## config.mk

```make
export PLATFORM = sky130hd
export DESIGN_NAME = pip_reg_elastic
export DESIGN_NICKNAME = d
export VERILOG_FILES = /design/src/rtl/pip_pkg.sv /design/src/rtl/sat_counter.sv /design/src/rtl/pip_reg_elastic.sv
export SDC_FILE = /design/constraint.sdc
export NUM_CORES = 1
export LEC_CHECK = 0
export ABC_AREA = 1
export BUFFER_PORTS_ARGS = -buffer_cell sky130_fd_sc_hd__buf_4
export CAP_MARGIN = 15
export CORE_AREA = 4 4 125 127
export DETAILED_ROUTE_END_ITERATION = 10
export DIE_AREA = 0 0 129 131
export PLACE_DENSITY_LB_ADDON = 0.1
export SLEW_MARGIN = 20
export SYNTH_ARGS = -nofsm -noshare
export SYNTH_HDL_FRONTEND = slang
export SYNTH_SLANG_ARGS = --single-unit
```

## constraint.sdc

```tcl
create_clock -name clk_i -period 4 [get_ports clk_i]
set_input_delay 0.6 -clock clk_i [delete_from_list [all_inputs] [get_ports clk_i]]
set_output_delay 0.6 -clock clk_i [all_outputs]
set_load 0.005 [all_outputs]
```

## src/rtl/pip_pkg.sv

```systemverilog
// -----------------------------------------------------------------------------
// pip_pkg
// Shared definitions for the elastic pipeline stage register:
//   pip_state_e - occupancy state of a stage (empty / main only / main + skid)
//   PIP_CTRL_W  - default control payload width used by stage instantiations
//   PIP_DATA_W  - default data payload width used by stage instantiations
// -----------------------------------------------------------------------------
package pip_pkg;

  typedef enum logic [1:0] {
    PIP_EMPTY = 2'd0,  // no valid entry
    PIP_FULL  = 2'd1,  // main entry valid
    PIP_SKID  = 2'd2   // main and skid entries valid
  } pip_state_e;

  localparam int PIP_CTRL_W = 16;
  localparam int PIP_DATA_W = 64;

endpackage : pip_pkg

```

## src/rtl/sat_counter.sv

```systemverilog
// -----------------------------------------------------------------------------
// sat_counter
// Saturating up-counter for performance statistics. Counts cycles with inc_i
// high, sticks at all-ones instead of wrapping. Clear beats increment.
// Ports:
//   clk_i    in  1      clock, rising edge
//   rst_i    in  1      synchronous active-high reset (count -> 0)
//   clr_i    in  1      synchronous clear (count -> 0), priority over inc_i
//   inc_i    in  1      increment request
//   count_o  out WIDTH  current count
// -----------------------------------------------------------------------------
module sat_counter #(
  parameter int WIDTH = 16
) (
  input  logic             clk_i,
  input  logic             rst_i,
  input  logic             clr_i,
  input  logic             inc_i,
  output logic [WIDTH-1:0] count_o
);

  logic [WIDTH-1:0] count_q;
  logic [WIDTH-1:0] count_d;
  logic             at_max;

  assign at_max = &count_q;

  always_comb begin
    count_d = count_q;
    if (clr_i) begin
      count_d = '0;
    end else if (inc_i && !at_max) begin
      count_d = count_q + WIDTH'(1);
    end
  end

  // NOTE: state registers are written with <= so every flop samples the
  // pre-edge values; a blocking = here would create ordering races.
  always_ff @(posedge clk_i) begin
    if (rst_i) begin
      count_q <= '0;
    end else begin
      count_q <= count_d;
    end
  end

  assign count_o = count_q;

endmodule : sat_counter

```

## src/rtl/pip_reg_elastic.sv

```systemverilog
// -----------------------------------------------------------------------------
// pip_reg_elastic
// Generic valid/ready pipeline stage register with a two-entry skid buffer.
// ready_o comes straight from the state flop, so downstream back-pressure never
// forms a combinational path to the upstream stage. Control and data payloads
// are kept separate: a flush turns the stage into a bubble by clearing valid and
// control, and clears data only when CLEAR_DATA=1.
// Ports:
//   clk_i            in  1           clock, rising edge
//   rst_i            in  1           synchronous active-high reset
//   flush_i          in  1           synchronous flush (drops held and incoming items)
//   valid_i          in  1           upstream item valid
//   ready_o          out 1           stage accepts an item this cycle (registered)
//   ctrl_i           in  CTRL_WIDTH  upstream control payload
//   data_i           in  DATA_WIDTH  upstream data payload
//   valid_o          out 1           downstream item valid
//   ready_i          in  1           downstream accepts this cycle
//   ctrl_o           out CTRL_WIDTH  control payload, zero while valid_o=0
//   data_o           out DATA_WIDTH  data payload of the main entry
//   stall_cnt_o      out CNT_WIDTH   saturating count of valid_o & ~ready_i cycles
//   stall_cnt_clr_i  in  1           synchronous clear of the stall counter
// -----------------------------------------------------------------------------
module pip_reg_elastic
  import pip_pkg::*;
#(
  parameter int DATA_WIDTH = PIP_DATA_W,
  parameter int CTRL_WIDTH = PIP_CTRL_W,
  parameter bit CLEAR_DATA = 1'b0,
  parameter int CNT_WIDTH  = 16
) (
  input  logic                  clk_i,
  input  logic                  rst_i,
  input  logic                  flush_i,
  input  logic                  valid_i,
  output logic                  ready_o,
  input  logic [CTRL_WIDTH-1:0] ctrl_i,
  input  logic [DATA_WIDTH-1:0] data_i,
  output logic                  valid_o,
  input  logic                  ready_i,
  output logic [CTRL_WIDTH-1:0] ctrl_o,
  output logic [DATA_WIDTH-1:0] data_o,
  output logic [CNT_WIDTH-1:0]  stall_cnt_o,
  input  logic                  stall_cnt_clr_i
);

  pip_state_e            state_q,     state_d;
  logic [CTRL_WIDTH-1:0] main_ctrl_q, main_ctrl_d;
  logic [DATA_WIDTH-1:0] main_data_q, main_data_d;
  logic [CTRL_WIDTH-1:0] skid_ctrl_q, skid_ctrl_d;
  logic [DATA_WIDTH-1:0] skid_data_q, skid_data_d;

  logic in_fire;
  logic out_fire;

  assign ready_o  = (state_q != PIP_SKID);
  assign valid_o  = (state_q != PIP_EMPTY);
  assign in_fire  = valid_i & ready_o;
  assign out_fire = valid_o & ready_i;

  // ---------------------------------------------------------------------------
  // Next-state and entry update
  // ---------------------------------------------------------------------------
  always_comb begin
    // NOTE: every signal assigned here gets a default first, so no path leaves
    // it unassigned and no latch is inferred.
    state_d     = state_q;
    main_ctrl_d = main_ctrl_q;
    main_data_d = main_data_q;
    skid_ctrl_d = skid_ctrl_q;
    skid_data_d = skid_data_q;

    if (flush_i) begin
      // Bubble: a coincident out_fire was already taken downstream this edge,
      // a coincident in_fire is simply not captured.
      state_d     = PIP_EMPTY;
      main_ctrl_d = '0;
      skid_ctrl_d = '0;
      if (CLEAR_DATA) begin
        main_data_d = '0;
        skid_data_d = '0;
      end
    end else begin
      unique case (state_q)
        PIP_EMPTY: begin
          if (in_fire) begin
            main_ctrl_d = ctrl_i;
            main_data_d = data_i;
            state_d     = PIP_FULL;
          end
        end
        PIP_FULL: begin
          if (in_fire && out_fire) begin
            main_ctrl_d = ctrl_i;
            main_data_d = data_i;
          end else if (in_fire) begin
            // Downstream stalled after ready_o was already promised: park the
            // new item in the skid entry.
            skid_ctrl_d = ctrl_i;
            skid_data_d = data_i;
            state_d     = PIP_SKID;
          end else if (out_fire) begin
            state_d = PIP_EMPTY;
          end
        end
        PIP_SKID: begin
          if (out_fire) begin
            main_ctrl_d = skid_ctrl_q;
            main_data_d = skid_data_q;
            state_d     = PIP_FULL;
          end
        end
        default: state_d = PIP_EMPTY;
      endcase
    end
  end

  // NOTE: the payload entries sit in the reset branch on purpose: outputs must
  // read zero right after reset, so these are not left as reset-free storage.
  always_ff @(posedge clk_i) begin
    if (rst_i) begin
      state_q     <= PIP_EMPTY;
      main_ctrl_q <= '0;
      main_data_q <= '0;
      skid_ctrl_q <= '0;
      skid_data_q <= '0;
    end else begin
      state_q     <= state_d;
      main_ctrl_q <= main_ctrl_d;
      main_data_q <= main_data_d;
      skid_ctrl_q <= skid_ctrl_d;
      skid_data_q <= skid_data_d;
    end
  end

  // Control is gated by occupancy so a bubble never carries live control bits.
  assign ctrl_o = valid_o ? main_ctrl_q : '0;
  assign data_o = main_data_q;

  // ---------------------------------------------------------------------------
  // Stall statistics (independent of flush)
  // ---------------------------------------------------------------------------
  sat_counter #(
    .WIDTH (CNT_WIDTH)
  ) u_stall_cnt (
    .clk_i   (clk_i),
    .rst_i   (rst_i),
    .clr_i   (stall_cnt_clr_i),
    .inc_i   (valid_o & ~ready_i),
    .count_o (stall_cnt_o)
  );

endmodule : pip_reg_elastic

```

* Word level (Yosys, flattened, before mapping) *
Index checks and enable logic that the tools add are counted.
Widths: inputs -> output; s select.

word-level totals
  flip-flop bits (word level) = 178
  input bits = 86

operators by class
  bitwise logic cells = 6
  equal/unequal tests = 8
  reduce and logical (&&, ||, !) cells = 14
  add/subtract/negate cells = 1
  mux-type cells = 15

operators with widths
  cell                   number
  $mux 64                3
  $pmux 64 s3            1
  $mux 16                4
  $pmux 16 s3            1
  $add 16x1->16 const B  1
  $reduce_and 16->1      1
  $reduce_and 4->1       3
  $mux 2                 5
  $ne 2x2->1 const B     5
  $pmux 2 s3             1
  $reduce_and 5->1       1
  $reduce_or 2->1        2
  $and 1x1->1            3
  $ne 3x3->1 const B     1
  $not 1->1              3
  $reduce_and 3->1       1
  $reduce_bool 3->1      1
  $eq 2x1->1 const B     1
  $eq 2x2->1 const B     1
  $logic_and 1x1->1      2
  $logic_not 2->1        1
  $reduce_bool 2->1      1
  $logic_not 1->1        1

* Logic depth before layout (Yosys ltp) *
Gate-level depths: netlist of the first run.

  depth after elaboration = 6
  depth in mapped cells = 10
  gate-level depth less buffers = 9

* By module *
A second synthesis of the first run with hierarchy kept.

second synthesis, totals
  cell total of the unflattened synthesis = 1,315
  area, all modules = 8,315.5 µm²

modules (own cells, without submodules)
  module           times used  sequential area each (µm²)  cells each  area an instance (µm²)
  pip_reg_elastic  1           3,243.1                     1,163       7,400.8
  sat_counter      1           320.3                       152         914.6

* Least setup slack after synthesis of the first run *
Ideal clock, no wire load.

  path type = in2reg
  start point = input port flush_i
  end point = register main_data_q[37] (netlist: data_o[37])
  cell stages on the path = 5
  arrival = 1.493 ns
  path buffers = 2
  setup slack = 2.436 ns
  cells stage by stage = inv_1 > clkbuf_1 > buf_1 > nand3_1 > a21oi_1

between the ends
  word-level cells in the longest chain between the ends = 2

RTL lines
  what                        RTL line                RTL
  from (decl)                 pip_reg_elastic.sv:33   input logic flush_i,
  $not 1->1 (no line)         n/a
  $reduce_and 5->1 (no line)  n/a
  to (signal assigned)        pip_reg_elastic.sv:129  main_data_q <= main_data_d;
  to (decl)                   pip_reg_elastic.sv:48   logic [DATA_WIDTH-1:0] main_data_q, main_data_d;

Every way passes these cells.
A chain may end at the register's enable or synchronous reset.

* Worst setup path in the final report of the first run *
  start point = register state_q[0]
  end point = register main_data_q[2] (netlist: data_o[2])

between the ends
  word-level cells in the longest chain between the ends = 5
  elaborated cells between the ends (all ways) = 14

RTL lines
  what                                                    RTL line                                      RTL
  from (decl)                                             pip_reg_elastic.sv:46                         pip_state_e state_q, state_d;
  from (signal assigned)                                  pip_reg_elastic.sv:127                        state_q <= state_d;
  $ne 2x2->1 / $reduce_bool 2->1 (equally long branches)  pip_reg_elastic.sv:55, pip_reg_elastic.sv:56
  $and 1x1->1, on equally long branches                   pip_reg_elastic.sv:57, pip_reg_elastic.sv:58
  $logic_and 1x1->1                                       pip_reg_elastic.sv:92                         if (in_fire && out_fire) begin
  $ne 2x2->1 (no line)                                    n/a
  $reduce_and 5->1 (no line)                              n/a

Parallel ways exist; a longest one is shown, timed or not.

==> results of run 1 <==
-- state kept, by name (all words and copies together), names as in the netlist --
name / flops
skid_data_q: 64
data_o: 64
skid_ctrl_q: 16
state_q: 2
main_ctrl_q: 16
u_stall_cnt.count_o: 16
-- worst max-delay path, stage by stage (launching register included) --
cell and delay, ns:
dfxtp_1 0.48, inv_2 0.12, nand2_4 0.18, buf_4 0.48
buf_4 0.69, nand2_1 0.13, o21ai_1 0.13, nand3_1 0.09
a21oi_1 0.17
-- synth_stat cells (2+ instances only) --
cell	n	share of area
dfxtp_1	178	0.46
xor2_1	4	0.0045
inv_4	2	0.0016
buf_6	10	0.014
o21ai_1	36	0.023
buf_2	19	0.012
nand4_1	5	0.0040
xnor2_1	3	0.0034
nand3_1	69	0.044
nor2_4	3	0.0043
a21oi_1	153	0.098
o21ai_0	133	0.085
clkbuf_2	4	0.0026
nand2_1	197	0.095
inv_2	3	0.0014
a21oi_2	10	0.011
o21ai_2	2	0.0022
nand2_4	3	0.0043
nand3_2	11	0.014
inv_1	107	0.052
a211oi_1	6	0.0058
nor2_1	57	0.027
buf_4	14	0.013
clkbuf_1	27	0.013
-- final cells by class --
class                   instances  area [sq um]
fillers                      1328          4850
clock buffers                  23           498
clock inverters                 6          55.1
multi-input cells             695          3380
repair buffers                190          1430
flip-flops and latches        178          3560
well taps                     184           230
inverters                     112           425
-- cell families after synthesis --
kind of cell | after synthesis
AND/OR/NAND/NOR | 347
AO/OA/AOI/OAI | 340
buffers and inverters | 187
flip-flops | 178
XOR/XNOR | 7
adder cells (fa/ha/maj) | 1
-- layer usage --
metal | up-vias | wire, microns | track usage
met3 | 22 | 1350 | 0.0589
met4 | 0 | 323 | 0.0747
met1 | 3200 | 8800 | 0.304
li1 | 3737 | - | -
met2 | 221 | 8870 | 0.356
met5 | - | 0 | 0
-- path summary, 6_finish.rpt --
kind	end	slack, ns	from	cells past startpoint
worst min-delay path	state_q[1]$_SDFFE_PP0P_	0.40	ready_i	2
worst max register to register	data_o[2]$_SDFFE_PP0P_	1.42	state_q[0]$_SDFFE_PP0P_	8
worst min register to register	skid_ctrl_q[0]$_SDFFE_PP0P_	0.45	skid_ctrl_q[0]$_SDFFE_PP0P_	2
worst max-delay path	data_o[2]$_SDFFE_PP0P_	1.42	state_q[0]$_SDFFE_PP0P_	8
-- stage by stage --
step	hold slack, ns	area, sq um	power, uW	worst slack (ns)	std cells
after floorplan	0.424	7800	2090	2.44	1060
after global placement	0.432	9020	2250	1.46	1359
after detailed placement	0.440	9020	2260	1.44	1359
after CTS	0.384	9580	3820	1.43	1388
after global routing	0.383	9580	3950	1.13	1388
final	0.395	9580	3790	1.42	1388
-- power by group through the flow --
stage               clock [uW]  sequential, uW  combinational, uW
finish                    1570            1850                369
global route              1680            1850                414
CTS                       1600            1850                372
detailed placement           0            1890                369
global placement             0            1890                364
floorplan                    0            1890                206
==> results.ini, run 1 <==
[detailed_routing]
drt-initial-drc-count=435
firstDrtPassIters=5
drtAntennaViolNets=0
wl_microns=19300
via_count=7180
viasPerCell=5.17
drc=0
wl_per_cell_microns=13.9

[worst_setup_path]
crit_path_start_kind=register
path_max_fanout=84
critPathKind=register to register
arrival_ns=2.93
end_kind=register
worstPathRequired_ns=4.35

[synth]
synthDistinctLibCells=28
syn_nets=1147
synthSimpleGateAreaFrac=0.197
muxShareOfSynthArea=0
yosysWarningCount=0
async_reset_ff_frac=0
synth_xor_area_frac=0.00786
synth_edf_count=0
synth_cells=1060
ys_ff_latch=178
synth_ff_type=dfxtp_1
synth_compound_area_frac=0.226
yosysSeqAreaShare=0.457
syn_avg_cell_area_sq_um=7.36
synth_top_family_by_area=compound AO/OA/AOI/OAI gates
synthAdderAreaFrac=0.00160
syn-cell-area_sq_um=7800

[grt]
grt_pass1_vias=6513
antenna_found_initial=0
track_usage=0.226
grt_max_degree=85
overflow=0
grt_pass1_wl_microns=31100

[cts]
cts.sinks=178
numCtsBuffers=17
cts_setup_buffers=0
path_clk_slew_ns=0.07
cts_tree=built
cts_root_buf=clkbuf_16
ctsHoldBuffers=0
clk_path_buf_depth=2
clkLatencyLatePin_ns=0.42
htree_levels=4
cts_resized=0

[timing]
post-route-period-util=0.646
max_freq_mhz=387
rsz0062_at_grt=false
final-hold-violation-count=0
fin_tns_setup_ns=0
fin_crit_ns=2.58
clock_skew_ns=0.00970
worst_pin_slew_ns=0.863
maxSlewViolCount=0
slew_headroom=0.425
finalSetupViolCount=0

[power_and_ir_drop]
pwr_density_cell_nw_per_um2=396
p_comb_frac=0.097
p_leak_uw=0.00388
switchingPower_uw=881
p_seq_frac=0.488
peakVddDrop_v=0.000364
internal_power_uw=2910
switching_share=0.232
power.clock.fraction=0.415

[layout]
nets=1281
final_util=0.664
n_antenna_cell=0
drive_above_1_share=0.212
final_cell_mix=196 x nand2_1, 190 x buf_4, 178 x dfxtp_1, 153 x a21oi_1, 133 x o21ai_0
final_common_cell=nand2_1
area_growth_pct=22.8

[placed_design]
portBuffers=183
dpl.hpwl_microns=12200
gp_congestion=0.836

[floorplan]
die_h_microns=131
row_count=44
top_level_ports=184
die_area_sq_um=16900
die_w_microns=129
core_area_sq_um=14400
start_util=0.541

[hold_path]
hp-class=input pin to register

[flow_run]
maxCapViolations=0

[outcome]
status=complete, no violations

Note: power is estimated with default switching activity, not from simulation.
==> run 2: changes to the inputs <==
ABC_AREA = 0   (was 1)
CORE_AREA = 4 4 131 133   (was 4 4 125 127)
DIE_AREA = 0 0 135 137   (was 0 0 129 131)
clock period = 2.2 ns   (was 4 ns; I/O delays follow)
==> run 2 against run 1 <==
Effect of this change: non-clock buffer count up 13; critical endpoint is now ready_o; utilization is 4.6 points lower; largest cell class is now multi-input gates; sequential share of layout area fell by 0.77 points; die area increased by 9.4%; clock skew decreased by 0.0033 ns; worst hold slack lost 0.26 ns; global-route usage fell by 2.5 points; power up 98%; clock-buffer cell count shrank 4.
==> results.ini, run 2 <==
[outcome]
status=complete, no violations

[cts]
path_clk_slew_ns=0.06
htree_levels=4
cts.sinks=178
clkLatencyLatePin_ns=0.42
numCtsBuffers=17
cts_tree=built
cts_setup_buffers=0
cts_root_buf=clkbuf_16
clk_path_buf_depth=2

[power_and_ir_drop]
internal_power_uw=5780
switchingPower_uw=1720
peakVddDrop_v=0.000568
p_seq_frac=0.453
pwr_density_cell_nw_per_um2=767
power.clock.fraction=0.449
power_uw=7500
p_leak_uw=0.00418
switching_share=0.230
p_comb_frac=0.098

[timing]
fin_tns_setup_ns=0
final-hold-violation-count=0
maxSlewViolCount=0
hold_slack_ns=0.133
slew_headroom=0.436
clock_skew_ns=0.00643
post-route-period-util=0.933
finalSetupViolCount=0
max_freq_mhz=487
worst_pin_slew_ns=0.846
rsz0062_at_grt=false
fin_crit_ns=2.05

[synth]
synthDistinctLibCells=44
syn_avg_cell_area_sq_um=8.78
synth.area.top_cells=dfxtp_1 47%, mux2i_1 11%, a21oi_1 10%, nand2_1 8.5%, a311oi_1 7.4%
synth_cells=857
synth_edf_count=0
yosysSeqAreaShare=0.473
async_reset_ff_frac=0
synth.top_cell.area_share=0.473
ys_top_cells_by_count=178 x dfxtp_1, 170 x nand2_1, 155 x a21oi_1, 81 x mux2i_1, 66 x clkbuf_1
synth_ff_type=dfxtp_1
syn_nets=944
yosysWarningCount=0
ys_ff_latch=178
syn-cell-area_sq_um=7530
yosys.area.top_type=dfxtp_1
yosysMostFrequentCell=dfxtp_1

[worst_setup_path]
path_max_fanout=12
worstPathRequired_ns=1.87
crit_path_start_kind=register
critPathKind=register to primary output
arrival_ns=1.72
r2r_cells=4
end_kind=primary output

[detailed_routing]
drtAntennaViolNets=0
wl_microns=19000
wl_per_cell_microns=15.5
drc=0
firstDrtPassIters=5
via_count=6496
drt-initial-drc-count=282
viasPerCell=5.29

[layout]
finalInstanceArea_sq_um=9780
final_cell_mix=194 x buf_4, 178 x dfxtp_1, 169 x nand2_1, 155 x a21oi_1, 81 x mux2i_1
final_util=0.618
area_growth_pct=29.9
final_common_cell=buf_4
drive_above_1_share=0.250
nets=1086
fillCellCount=1410
n_antenna_cell=0

[flow_run]
maxCapViolations=0

[hold_path]
hp-class=input pin to register
hold_depth=2

[floorplan]
top_level_ports=184
die_w_microns=135
die_area_sq_um=18500
die_h_microns=137
start_util=0.476
row_count=46
core_area_sq_um=15800

[placed_design]
portBuffers=183
dpl.hpwl_microns=12100
gp_congestion=0.856
placed_area_sq_um=9120

[grt]
antenna_found_initial=0
track_usage=0.201
overflow=0
grt_pass1_wl_microns=30300
grt_max_degree=81
grt_pass1_vias=5915

-- run 2: cell count changes in the layout (fill, tap and decap cells not counted), sizes merged, moves of 17 or more --
| cell | before | now |
|---|---|---|
| nand3 | 80 | 5 |
| a311oi | 0 | 64 |
| nor2b | 0 | 17 |
| mux2i | 0 | 81 |
| nor2 | 61 | 26 |
| nand2 | 200 | 170 |
| o21ai | 171 | 3 |
| inv | 112 | 7 |
-- run 2: path summary, 6_finish.rpt --
path	startpoint	end	slack [ns]
hold / removal	ready_i	state_q[1]$_SDFFE_PP0P_	0.13
setup / recovery	state_q[0]$_SDFFE_PP0P_	ready_o	0.15
setup reg to reg	u_stall_cnt.count_o[3]$_SDFFE_PP0P_	u_stall_cnt.count_o[11]$_SDFFE_PP0P_	0.18
hold reg to reg	skid_data_q[36]$_SDFFE_PP0P_	skid_data_q[36]$_SDFFE_PP0P_	0.45
-- run 2: cells by family (layout without fill, tap and decap cells) --
logic type               after synthesis  in the layout  synth area share
buffers and inverters                 86            241            0.0499
AND/OR/NAND/NOR                      251            251             0.147
flip-flops                           178            178             0.473
adder cells (fa/ha/maj)                1              1           0.00166
multiplexers                          81             81             0.108
AO/OA/AOI/OAI                        260            260             0.220
-- run 2: layout make-up --
cell class	count	area (sq um)	area share
clock buffer	19	453	0.0463
clock inverter	13	205	0.0210
timing repair buffer	203	1640	0.167
tap	216	270	0.0276
sequential	178	3560	0.364
multi-input combinational	593	3630	0.371
inverter	6	23.8	0.00243
-- run 2: layer usage --
layer,track usage,up-vias,wire length (microns)
li1,-,3376,-
met1,0.262,2965,8530
met2,0.321,140,8910
met3,0.0636,15,1380
met4,0.0594,0,201
met5,0,-,0
-- run 2: repair_timing --
item / 4_1_cts / 5_1_grt
hold buffers: 0 / 0
endpoints found under the setup margin: 0 / 2
resized for setup: 0 / 1
-- run 2: power groups by stage --
| stage | sequential [uW] | combinational, uW | clock [uW] |
|---|---|---|---|
| floorplan | 3460 | 364 | 0 |
| global placement | 3470 | 737 | 0 |
| global route | 3410 | 813 | 3570 |
| finish | 3400 | 737 | 3370 |
| detailed placement | 3470 | 743 | 0 |
| CTS | 3400 | 745 | 3440 |
-- run 2: worst max-delay path, cell delays in order (launching register included) --
cell	delay, ns
dfxtp_1	0.51
nand2b_4	0.34
buf_4	0.29
buf_4	0.15
-- run 2: per-stage QoR --
step | worst slack (ns) | std cells
after floorplan | 0.276 | 857
after global placement | 0.149 | 1196
after detailed placement | 0.123 | 1196
after CTS | 0.100 | 1228
after global routing | 0.0487 | 1228
final | 0.148 | 1228
